`src/rtl/hex_ascii_streamer.sv`:
```
// ---------------------------------------------------------------------------
// hex_ascii_streamer
//
// Takes a DATA_W-bit result over a valid/ready handshake and streams it to
// the UART TX stage as hex ASCII characters, most significant nibble first.
// Leading zero nibbles can be dropped per frame (suppress_lz, sampled at
// accept). The final nibble is always sent, so a zero result still yields "0".
//
// Optional feature (compile-time macro HEX_ASCII_STREAMER_CRLF_EN):
//   defined   - a CR (0x0D) then LF (0x0A) follow the last digit, and done
//               fires after the LF is accepted.
//   undefined - no terminator; done fires after the last digit is accepted.
//
// Parameters:
//   DATA_W     result width, multiple of 4, 4..64
//   LOWER_CASE 0: A-F -> 0x41-0x46, 1: a-f -> 0x61-0x66
//
// Ports:
//   clk          clock
//   n_rst        asynchronous active-low reset
//   res_valid    result available
//   res_data     result value (DATA_W bits)
//   res_ready    block can accept a result (high only in IDLE)
//   suppress_lz  drop leading zero nibbles for the accepted result
//   tx_valid     character valid toward the UART TX stage
//   tx_data      ASCII character
//   tx_ready     UART TX stage accepts the character
//   busy         a frame is in progress
//   done         one-cycle pulse after the last character is accepted
//
// Every output is a register, so there is no combinational path from any
// input to any output.
// ---------------------------------------------------------------------------
module hex_ascii_streamer #(
  parameter int DATA_W     = 32,
  parameter int LOWER_CASE = 0
) (
  input  logic              clk,
  input  logic              n_rst,
  input  logic              res_valid,
  input  logic [DATA_W-1:0] res_data,
  output logic              res_ready,
  input  logic              suppress_lz,
  output logic              tx_valid,
  output logic [7:0]        tx_data,
  input  logic              tx_ready,
  output logic              busy,
  output logic              done
);

  localparam int NIB   = DATA_W / 4;
  localparam int CNT_W = $clog2(NIB + 1);

  typedef enum logic [2:0] {
    IDLE,
    SKIP,
    SEND,
`ifdef HEX_ASCII_STREAMER_CRLF_EN
    TERM,
`endif
    DONE
  } state_e;

  state_e             state_q;
  logic [DATA_W-1:0]  shift_q;
  logic [CNT_W-1:0]   cnt_q;
  logic               res_ready_q;
  logic               tx_valid_q;
  logic [7:0]         tx_data_q;
  logic               busy_q;
  logic               done_q;

  // Values the shift register and digit counter take when one nibble is
  // consumed (skipped or transmitted).
  logic [DATA_W-1:0]  shift_d;
  logic [CNT_W-1:0]   cnt_d;
  logic [3:0]         top_nib;
  logic [3:0]         next_nib;

  assign shift_d  = shift_q << 4;
  assign cnt_d    = cnt_q - CNT_W'(1);
  assign top_nib  = shift_q[DATA_W-1 -: 4];
  assign next_nib = shift_d[DATA_W-1 -: 4];

  function automatic logic [7:0] to_ascii(input logic [3:0] nib);
    if (nib < 4'd10) begin
      return 8'h30 + {4'h0, nib};
    end
    // Letter base minus 10, so nibble 10 lands on 'A' or 'a'.
    return {4'h0, nib} + ((LOWER_CASE != 0) ? 8'h57 : 8'h37);
  endfunction

  // NOTE: all state, including the data-path shift register, is updated
  // with non-blocking assignments in this one clocked block so every read
  // sees the pre-edge value regardless of statement order.
  always_ff @(posedge clk or negedge n_rst) begin
    if (!n_rst) begin
      state_q     <= IDLE;
      shift_q     <= '0;
      cnt_q       <= '0;
      res_ready_q <= 1'b1;
      tx_valid_q  <= 1'b0;
      tx_data_q   <= 8'h00;
      busy_q      <= 1'b0;
      done_q      <= 1'b0;
    end else begin
      done_q <= 1'b0;
      case (state_q)
        IDLE: begin
          if (res_valid && res_ready_q) begin
            shift_q     <= res_data;
            cnt_q       <= CNT_W'(NIB);
            res_ready_q <= 1'b0;
            busy_q      <= 1'b1;
            // suppress_lz only matters here; the choice of next state
            // carries it for the rest of the frame.
            if (suppress_lz) begin
              state_q <= SKIP;
            end else begin
              state_q    <= SEND;
              tx_valid_q <= 1'b1;
              tx_data_q  <= to_ascii(res_data[DATA_W-1 -: 4]);
            end
          end
        end

        SKIP: begin
          // cnt_q > 1 keeps the final nibble, so zero still prints "0".
          if (top_nib == 4'h0 && cnt_q > CNT_W'(1)) begin
            shift_q <= shift_d;
            cnt_q   <= cnt_d;
          end else begin
            state_q    <= SEND;
            tx_valid_q <= 1'b1;
            tx_data_q  <= to_ascii(top_nib);
          end
        end

        SEND: begin
          // tx_valid_q is always high here, so tx_ready alone completes the
          // handshake; tx_data_q only changes on a handshake.
          if (tx_ready) begin
            shift_q <= shift_d;
            cnt_q   <= cnt_d;
            if (cnt_q == CNT_W'(1)) begin
`ifdef HEX_ASCII_STREAMER_CRLF_EN
              state_q   <= TERM;
              tx_data_q <= 8'h0D;
`else
              state_q    <= DONE;
              tx_valid_q <= 1'b0;
              done_q     <= 1'b1;
`endif
            end else begin
              tx_data_q <= to_ascii(next_nib);
            end
          end
        end

`ifdef HEX_ASCII_STREAMER_CRLF_EN
        TERM: begin
          // The presented character itself tells CR from LF.
          if (tx_ready) begin
            if (tx_data_q == 8'h0D) begin
              tx_data_q <= 8'h0A;
            end else begin
              state_q    <= DONE;
              tx_valid_q <= 1'b0;
              done_q     <= 1'b1;
            end
          end
        end
`endif

        DONE: begin
          state_q     <= IDLE;
          res_ready_q <= 1'b1;
          busy_q      <= 1'b0;
        end

        default: begin
          state_q     <= IDLE;
          res_ready_q <= 1'b1;
          tx_valid_q  <= 1'b0;
          busy_q      <= 1'b0;
        end
      endcase
    end
  end

  assign res_ready = res_ready_q;
  assign tx_valid  = tx_valid_q;
  assign tx_data   = tx_data_q;
  assign busy      = busy_q;
  assign done      = done_q;

endmodule

```
`config.mk`:
```
export PLATFORM = sky130hd
export DESIGN_NAME = hex_ascii_streamer
export DESIGN_NICKNAME = d
export VERILOG_FILES = /design/src/rtl/hex_ascii_streamer.sv
export SDC_FILE = /design/constraint.sdc
export NUM_CORES = 1
export LEC_CHECK = 0
export BUFFER_PORTS_ARGS = -buffer_cell sky130_fd_sc_hd__buf_2
export CORE_MARGIN = 5
export CORE_UTILIZATION = 50
export CTS_BUF_LIST = sky130_fd_sc_hd__clkbuf_4
export DETAILED_ROUTE_END_ITERATION = 8
export MAX_ROUTING_LAYER = met4
export PLACE_DENSITY = 0.72
export RECOVER_POWER = 25
export SYNTH_ARGS = -nofsm -noshare
export SYNTH_HDL_FRONTEND = slang
export SYNTH_SLANG_ARGS = --single-unit
```
`constraint.sdc`:
```
create_clock -name clk -period 2.7 [get_ports clk]
set_input_delay 0.27 -clock clk [delete_from_list [all_inputs] [get_ports clk]]
set_output_delay 0.27 -clock clk [all_outputs]
set_load 0.03 [all_outputs]
```
Word-level counts from Yosys, hierarchy flattened:

Index checks and enable logic that the tools add are counted.

* reduce and logical (&&, ||, !) cells: 11
* equality and inequality tests: 11
* $add $sub $neg: 7
* divide/modulo/power cells: 0
* muxes and demuxes: 50
* shifts and indexed selects: 0
* magnitude comparators: 4
* multiply operators: 0
* bitwise logic cells: 2

Operators by type and width (number)
* $mux W32: 3
* $pmux W32 S3: 1
* $mux W8: 11
* $pmux W8 S3: 1
* $add A4 B6 Y7 const B: 3
* $add A6 B4 Y7 const A: 3
* $mux W1: 21
* $ne A2 B2 Y1 const B: 7
* $lt A4 B4 Y1 const B: 3
* $mux W3: 4
* $mux W4: 3
* $pmux W4 S3: 1
* $reduce_and A6 Y1: 2
* $pmux W3 S3: 1
* $reduce_and A4 Y1: 2
* $eq A3 B2 Y1 const B: 2
* $eq A4 B1 Y1 const B: 1
* $gt A4 B1 Y1 const B: 1
* $logic_not A4 Y1: 1
* $pmux W1 S2: 2
* $pmux W1 S4: 1
* $sub A4 B1 Y4 const B: 1
* $eq A3 B1 Y1 const B: 1
* $logic_not A3 Y1: 1
* other kinds (6): 8

* flip-flop bits (word level): 51
* bits of input ports: 37
* memories: 0
* memory bits (writable): 0
* output and inout port bits: 12
* logic and storage cells: 93
* latch bits: 0
* memory bits (read-only): 0

Logic depth before layout (Yosys ltp):

Gate-level depths: netlist of the first run.

* depth in word-level cells: 9
* mapped depth: 8

Worst setup path after synthesis of the first run:

OpenSTA, ideal clock, no wires.

* path kind: register to register
* from: register state_q[0]
* to: register tx_data_q[6], in the netlist tx_data[6]
* required time: 2.575 ns
* setup time: 0.125 ns
* arrival: 1.884 ns
* path slack: 0.691 ns
* buffers on the path: 2
* cell stages (with the launch flop): 9
* cells stage by stage: dfrtp_1 -> inv_1 -> ha_1 -> buf_6 -> or3_4 -> and3_4 -> buf_6 -> nand3_4 -> mux2_4

* cells in the longest elaborated chain, start to end: 3
* elaborated cells on any way between the ends: 11
* classes of those cells: eq/ne (7); mux (1); reduce/logical (3)

RTL lines
* start, declared: line 64 `state_e state_q;`
* start signal, assigned: line 98 `state_q <= IDLE;`
* start signal, assigned: line 118 `state_q <= SKIP;`
* start signal, assigned: line 120 `state_q <= SEND;`
* $eq A3 B2 Y1, or another cell as far along: line 108 `case (state_q)`
* $ne A2 B2 Y1 (no line) / $reduce_bool A3 Y1 (equally long branches)
* $reduce_and A6 Y1 (no line)
* end signal, assigned: line 122 `tx_data_q <= to_ascii(res_data[DATA_W-1 -: 4]);`
* end signal, assigned: line 135 `tx_data_q <= to_ascii(top_nib);`
* end signal, assigned: line 155 `tx_data_q <= to_ascii(next_nib);`
* end, declared: line 69 `logic [7:0] tx_data_q;`

Several ways; a longest one is shown, not always the timed one.
A chain may end at the register's enable or synchronous reset.

Worst setup path in the final report of the first run:

* from: register state_q[1]
* to: register shift_q[27]

* cells in the longest elaborated chain, start to end: 3
* elaborated cells on any way between the ends: 9
* classes of those cells: eq/ne (5); mux (1); reduce/logical (3)

RTL lines
* $eq A3 B1 Y1, or another cell as far along: line 108
* $ne A2 B2 Y1 (no line) / $reduce_bool A3 Y1 (equally long branches)
* $reduce_and A4 Y1 (no line)
* end signal, assigned: line 111 `shift_q <= res_data;`
* end signal, assigned: line 130 `shift_q <= shift_d;`
* end signal, assigned: line 143 `shift_q <= shift_d;`
* end, declared: line 65 `logic [DATA_W-1:0] shift_q;`

Several ways; a longest one is shown, not always the timed one.

==> results of run 1 <==
cell families (layout without fill, tap and decap cells):
kind of cell | Yosys count | count (layout) | share of synthesized area [%]
simple gates | 45 | 45 | 9.71
xor+xnor | 3 | 3 | 0.846
flops | 49 | 49 | 39.5
fa+ha+maj | 11 | 11 | 4.43
compound gates | 53 | 53 | 13.3
other cells | 1 | 1 | 0.121
mux | 66 | 66 | 26.9
buf+inv | 30 | 76 | 5.16
flip-flops by register name, summed over array words and instances (netlist names):
signal / cells
busy: 1
cnt_q: 4
done: 1
res_ready: 1
shift_q: 32
state_q: 2
tx_data: 7
tx_valid: 1
power by group through the flow:
stage,logic (mW),clock network (mW),registers [mW]
after detailed placement,3.44,0,1.44
after global placement,3.35,0,1.43
after global routing,3.72,0.397,1.49
after floorplan,2.80,0,1.47
final,3.41,0.354,1.43
after CTS,3.45,0.371,1.44
cell type report:
class	instances	area, um^2
timing repair buffer	53	307
clock buffer	5	37.5
clock inverter	3	21.3
multi-input combinational	179	1720
inverter	15	56.3
tap	75	93.8
fill	520	2530
sequential	49	1230
per-layer routing:
layer	vias up	global-route usage (%)	routed length, um
met5	-	-	0
met3	4	3.63	317
met2	46	26.7	2810
li1	1027	-	-
met1	1017	23.0	2910
met4	0	3.71	41
cell usage after synthesis, types with 4 or more instances:
library cell,number
a21oi_1,5
dfrtp_1,48
clkbuf_1,4
buf_2,5
mux2i_1,11
nor2b_1,8
a31oi_1,4
buf_6,5
ha_1,11
nand3_1,4
o21ai_0,17
mux2_4,28
nand2_1,6
mux2_2,27
inv_1,15
nor2_1,6
critical path: stages (launching register included):
cell and delay [ns]:
dfrtp_1 0.45, inv_1 0.13, ha_1 0.46, or3_4 0.23, nand3_4 0.09, a21oi_4 0.15
buf_12 0.26, mux2_2 0.37
placed cells by master, fill, tap and decap left out, types with 8 or more instances in the layout:
| cell type | instances |
|---|---|
| buf_2 | 46 |
| dfrtp_1 | 48 |
| ha_1 | 10 |
| inv_1 | 15 |
| mux2_2 | 27 |
| mux2_4 | 28 |
| mux2i_1 | 11 |
| nor2b_1 | 8 |
| o21ai_0 | 17 |
worst paths after layout:
kind                                      endpoint              startpoint  depth (start not counted)  slack, ns
setup / recovery           shift_q[27]$_DFFE_PN0P_  state_q[1]$_DFFE_PN0P_                          7       0.45
hold / removal                      done$_DFF_PN0_                tx_ready                          2       0.19
setup reg to reg           shift_q[27]$_DFFE_PN0P_  state_q[1]$_DFFE_PN0P_                          7       0.45
hold reg to reg             tx_data[0]$_DFFE_PN0P_  tx_data[0]$_DFFE_PN0P_                          1       0.50
max in group asynchronous  shift_q[25]$_DFFE_PN0P_                   n_rst                          2       0.80
min in group asynchronous   state_q[1]$_DFFE_PN0P_                   n_rst                          2       0.90
==> results by group, run 1 <==
Outcome
  – Status: complete, but fails checks
  – Failing checks: capacitance limit, slew limit

Clocking
  – H-tree depth: 2
  – Number of buffers created by CTS: 5
  – CTS Sinks: about 50
  – Deepest clock path buffer count: 2
  – Root buf cell: clkbuf_4
  – CTS tree: yes
  – Clk_lat worst skew: 0.36 ns
  – Hold buffer count at cts: 1
  – Post-cts resize count: 0
  – Post-CTS Setup Bufs: 0
  – Clock-pin slew of the registers on the worst-case setup and hold paths: 0.15 ns

Die
  – Die height: 88.8 um
  – Die W: 88.8 um
  – Area of the core: 5990 um^2
  – IO Pins: 49
  – Die ar.: 7890 um^2
  – Row cnt: 28
  – Initial Util: 51.8%

Global route
  – Total GRT Usage: 17.1%
  – Initial antenna violation count: 0
  – Number of global-route vias before repair: 2150
  – GRT overflow: 0
  – Largest net degree at the start of global routing: 34
  – Global-route wire length before repair: 10400 um

Worst setup path
  – Arr. time, crit path: 2.52 ns
  – CP Class: reg2reg
  – Max FO, Critical Path: 33
  – Setup crit start kind: register
  – Worst path required time: 2.96 ns
  – Crit path capture type: register

Pwr
  – Part of the power in registers: 27.6%
  – Net Sw Frac: 41.2%
  – Pwr Density: about 1500 nW/um^2
  – Net Sw Power: roughly 2.1 mW
  – Combinational share of power: 65.6%
  – Static leakage: roughly 1.6 nW
  – Final Power: 5.20 mW
  – Max VDD drop: 0.748 mV
  – Clock power share: 6.8%
  – Pint: 3.05 mW

Synth
  – Ranking of synthesized cells by area: dfrtp_1, mux2_4, mux2_2, ha_1, mux2i_1
  – Synth area leader: dfrtp_1
  – Mean Syn Cell Area: 12.0 um^2
  – Async set or reset register ratio after synthesis: 100%
  – Register bit total from synthesis: 49
  – Syn nets: 306
  – Netlist cell types: 52
  – Post-synth top area share: 38.7%
  – Post-synth top flop: dfrtp_1
  – Seq/Total Area, Yosys: 39.5%
  – Synth warn: 0
  – Netlist Area Pre-Place: a little over 3000 um^2
  – Cell count after synthesis: approximately 260
  – Post-synth EDFFs: 0

Drt
  – Via density per instance: 5.53
  – Drt first pass iters: 4
  – Antenna-violating nets left: 0
  – # DRC: 0
  – Final WL: ~6000 um
  – WL/cell: 16.0 um
  – DRT iter0 DRCs: 45
  – Vias after detailed routing: 2094

Layout
  – # nets final: 351
  – Post-route non-filler standard cell count: 379
  – Final Cell Area: 3460 um^2
  – Diodes inserted: 0
  – Post-Route Utilization: 57.8%
  – Share of cells above drive strength 1: 42.4%
  – Synth-to-layout area growth: 11.5%

STA
  – Fin crit period: 2.25 ns
  – Max Slew Vio Count: 34
  – Part of the cycle the worst path needs: around 83%
  – Fmax: 444 MHz
  – Final Hold Vio Count: 0
  – Setup_tns: 0 ns
  – Worst clock skew: 0.00659 ns
  – Slew @ Worst Pin: 1.76 ns
  – Rel. slew slack: -17.1%
  – Hold_ws: 0.187 ns
  – Final setup viols: 0
  – Setup slack after layout: 0.449 ns
  – RSZ-0062 raised after global routing: no

Placed design
  – GP Congestion: 0.818
  – DP Cell Count: 370
  – Pre-CTS setup slack: 0.473 ns
  – I/O Buffers: 47
  – Final HPWL DP: about 4500 um
  – Placed cell area: 3400 um^2

Worst hold path
  – Hold Path Class: in2reg

Run
  – Max cap viols: 1
No activity file was read; power rests on OpenSTA's default activity.
==> run 2: changes to the inputs <==
Settings changed: ABC_AREA set to 1, PLACE_DENSITY 0.72 to 0.75.
Clock period 2.7 ns to 1.9 ns, I/O delays scaled along.
==> run 2 against run 1 <==
Compared with the run above:
- the flow now finishes without violations
- area after synthesis decreased by 7.1%
- sequential share of layout area increased by 2.0 points
- routed wire length decreased by 2.4%
- clock power increased by 58%
- sequential cell count unchanged
- global-route usage increased by 0.77 points
- power increased by 26%
- synthesized cell count increased by 38%
- highest routed layer unchanged
==> results by group, run 2 <==
STA
  – Worst clock skew: 0.0240 ns (+0.0174 ns)
  – Slew @ Worst Pin: 1.39 ns (-0.365 ns)
  – RSZ-0062 raised after global routing: yes
  – Final setup viols: 0 (unchanged)
  – Fmax: 571 MHz (+29%)
  – Max Slew Vio Count: 0 (-100%)
  – Final Hold Vio Count: 0 (unchanged)
  – Fin crit period: 1.75 ns (-0.500 ns)
  – Part of the cycle the worst path needs: 92.2% (+8.8 points)
  – Hold_ws: 0.0196 ns (-0.167 ns)
  – Setup_tns: 0 ns (unchanged)
  – Setup slack after layout: 0.149 ns (-0.300 ns)
  – Rel. slew slack: 7.22% (+24 points)

Run
  – Max cap viols: 0 (-1)

Synth
  – Post-synth top cells: nand2_1, dfrtp_1, inv_1, o21ai_1, mux2i_1
  – Cell count after synthesis: 356 (+38%)
  – Mean Syn Cell Area: 8.10 um^2 (-33%)
  – Seq/Total Area, Yosys: 42.6% (+3.0 points)
  – Post-synth EDFFs: 0 (unchanged)
  – Post-synth top area share: 41.6% (+3.0 points)
  – Async set or reset register ratio after synthesis: 100% (unchanged)
  – Synth area leader: dfrtp_1
  – Netlist Area Pre-Place: 2880 um^2 (-7.1%)
  – Syn nets: 404 (+32%)
  – Register bit total from synthesis: 49 (unchanged)
  – Synth warn: 0 (unchanged)
  – Most frequent cell after synthesis: nand2_1
  – Ranking of synthesized cells by area: dfrtp_1, nand2_1, mux2i_1, o21ai_1, ha_1
  – Netlist cell types: 33 (-37%)
  – Post-synth top flop: dfrtp_1

Layout
  – # nets final: 452 (+29%)
  – Commonest non-fill, non-tap cell in the layout: nand2_1
  – Post-Route Utilization: 59.1% (+1.3 points)
  – Commonest non-fill, non-tap cells in the layout: nand2_1, dfrtp_1, buf_2
  – Final Cell Area: 3280 um^2 (-5.4%)
  – Max reg flops: 32 (unchanged)
  – Fillers: 515 (-0.96%)
  – Share of cells above drive strength 1: 20.5% (-22 points)
  – Diodes inserted: 0 (unchanged)
  – Post-route non-filler standard cell count: 477 (+26%)
  – Sequential cell area: 1230 um^2 (unchanged)
  – Biggest register: shift_q
  – Synth-to-layout area growth: 13.6%
  – Footprint of the multi-input gates: 1420 um^2 (-18%)

Drt
  – Drt first pass iters: 4 (unchanged)
  – WL/cell: 12.4 um (-22%)
  – # DRC: 0 (unchanged)
  – Via density per instance: 5.00 (-9.5%)
  – Vias after detailed routing: 2386 (+14%)
  – Antenna-violating nets left: 0 (unchanged)
  – DRT iter0 DRCs: 186 (+310%)
  – Final WL: 5920 um (-2.4%)

Clocking
  – CTS tree: yes
  – CTS Sinks: 49 (unchanged)
  – Number of buffers created by CTS: 5 (unchanged)
  – Clock-pin slew of the registers on the worst-case setup and hold paths: 0.18 ns (+0.03 ns)
  – H-tree depth: 2 (unchanged)
  – Clk_lat worst skew: 0.40 ns (+0.04 ns)
  – Root buf cell: clkbuf_4
  – Post-CTS Setup Bufs: 0 (unchanged)
  – Deepest clock path buffer count: 2 (unchanged)

Placed design
  – DP Cell Count: 467 (+26%)
  – Placed cell area: 3180 um^2 (-6.3%)
  – I/O Buffers: 47 (unchanged)
  – Final HPWL DP: 4450 um (-1.9%)
  – GP Congestion: 0.892 (+9.1%)
  – Pre-CTS setup slack: 0.112 ns (-0.361 ns)

Pwr
  – Pwr Density: 2010 nW/um^2 (+34%)
  – Final Power: 6.57 mW (+26%)
  – Max VDD drop: 0.943 mV (+26%)
  – Static leakage: 1.73 nW (+6.8%)

Worst setup path
  – Arr. time, crit path: 2.06 ns (-0.46 ns)
  – Critical path startpoint: state_q[1]$_DFFE_PN0P_
  – Worst path required time: 2.21 ns (-0.75 ns)
  – FF-to-FF path depth: 8 (+1)
  – Reg2Reg Capture Point: cnt_q[2]$_DFFE_PN0P_
  – Reg2reg setup slack: 0.15 ns (-0.30 ns)
  – Setup crit start kind: register
  – Crit path capture type: register
  – Max FO, Critical Path: 28 (-15%)
  – FF-to-FF Start: state_q[1]$_DFFE_PN0P_
  – CP Class: reg2reg

Worst hold path
  – Hold Path Class: in2reg
  – Hold path start: res_data[2]
  – Hold EP: shift_q[2]$_DFFE_PN0P_
  – Hold Path Cell Cnt: 3 (+1)

Outcome
  – Status: finished clean

Global route
  – Global-route wire length before repair: 10500 um (+1.5%)
  – Initial antenna violation count: 0 (unchanged)
  – Number of global-route vias before repair: 2415 (+12%)
  – Total GRT Usage: 17.9% (+0.77 points)
  – Largest net degree at the start of global routing: 40 (+18%)
  – GRT overflow: 0 (unchanged)

Die
  – Row cnt: 27 (-3.6%)
  – Die W: 85.9 um (-3.2%)
  – Initial Util: 52.1% (+0.22 points)
  – Area of the core: 5540 um^2 (-7.5%)
  – IO Pins: 49 (unchanged)
  – Die ar.: 7390 um^2 (-6.3%)
  – Die height: 85.9 um (-3.2%)
run 2: cell types whose count changed after synthesis, moves of 14 or more:
cell and delta:
nand2_1 +104, o21ai_1 +28, mux2_2 -27, mux2_4 -28
nand3_1 +14, inv_1 +16
run 2: power by group:
group | switching (mW) | internal [mW]
clock | 0.397 | 0.161
combinational | 2.56 | 1.58
sequential | 0.314 | 1.55
run 2: layout make-up:
class / instances / area share [%]
clock inverter: 3 / 0.879
inverter: 33 / 3.78
clock buffer: 5 / 1.15
timing repair buffer: 57 / 10.7
multi-input combinational: 258 / 43.2
tap: 72 / 2.75
sequential: 49 / 37.5
run 2: worst max path at each step:
stage                              end  cells past startpoint
2_1_floorplan  shift_q[24]$_DFFE_PN0P_                     11
4_1_cts         tx_data[1]$_DFFE_PN0P_                      8
6_report          cnt_q[2]$_DFFE_PN0P_                      8
3_5_place_dp    tx_data[1]$_DFFE_PN0P_                      8
5_1_grt         tx_data[1]$_DFFE_PN0P_                     10
3_3_place_gp    tx_data[1]$_DFFE_PN0P_                      9
run 2: layer usage:
layer | wire [um] | vias up | GRT usage [%]
met2 | 2840 | 56 | 30.3
met3 | 274 | 13 | 3.17
met5 | 0 | - | -
li1 | - | 1237 | -
met4 | 116 | 0 | 5.90
met1 | 2700 | 1080 | 21.5
run 2: logic make-up (layout without fill, tap and decap cells):
group,count (synthesis),count (layout),share of synthesized area [%]
AOI/OAI and AO/OA,60,60,11.2
xor gates and xnor gates,3,3,0.911
adders and majority gates,11,11,4.77
buffers and inverters,49,98,8.63
DFF,49,49,42.6
muxes,24,24,8.33
other,1,1,0.130
and+or+nand+nor,159,159,23.4
run 2: what timing repair did:
action	4_1_cts	5_1_grt
endpoints found under the hold margin	23	0
setup endpoints to repair	0	9
resized for setup	0	2
hold buffers	2	0
run 2: critical path, stage by stage (launching register included):
cell	delay (ns)
dfrtp_1	0.46
inv_1	0.10
ha_1	0.25
nand2_1	0.13
nand2_1	0.11
nor2_4	0.16
nand2_4	0.09
buf_12	0.17
o31ai_1	0.18
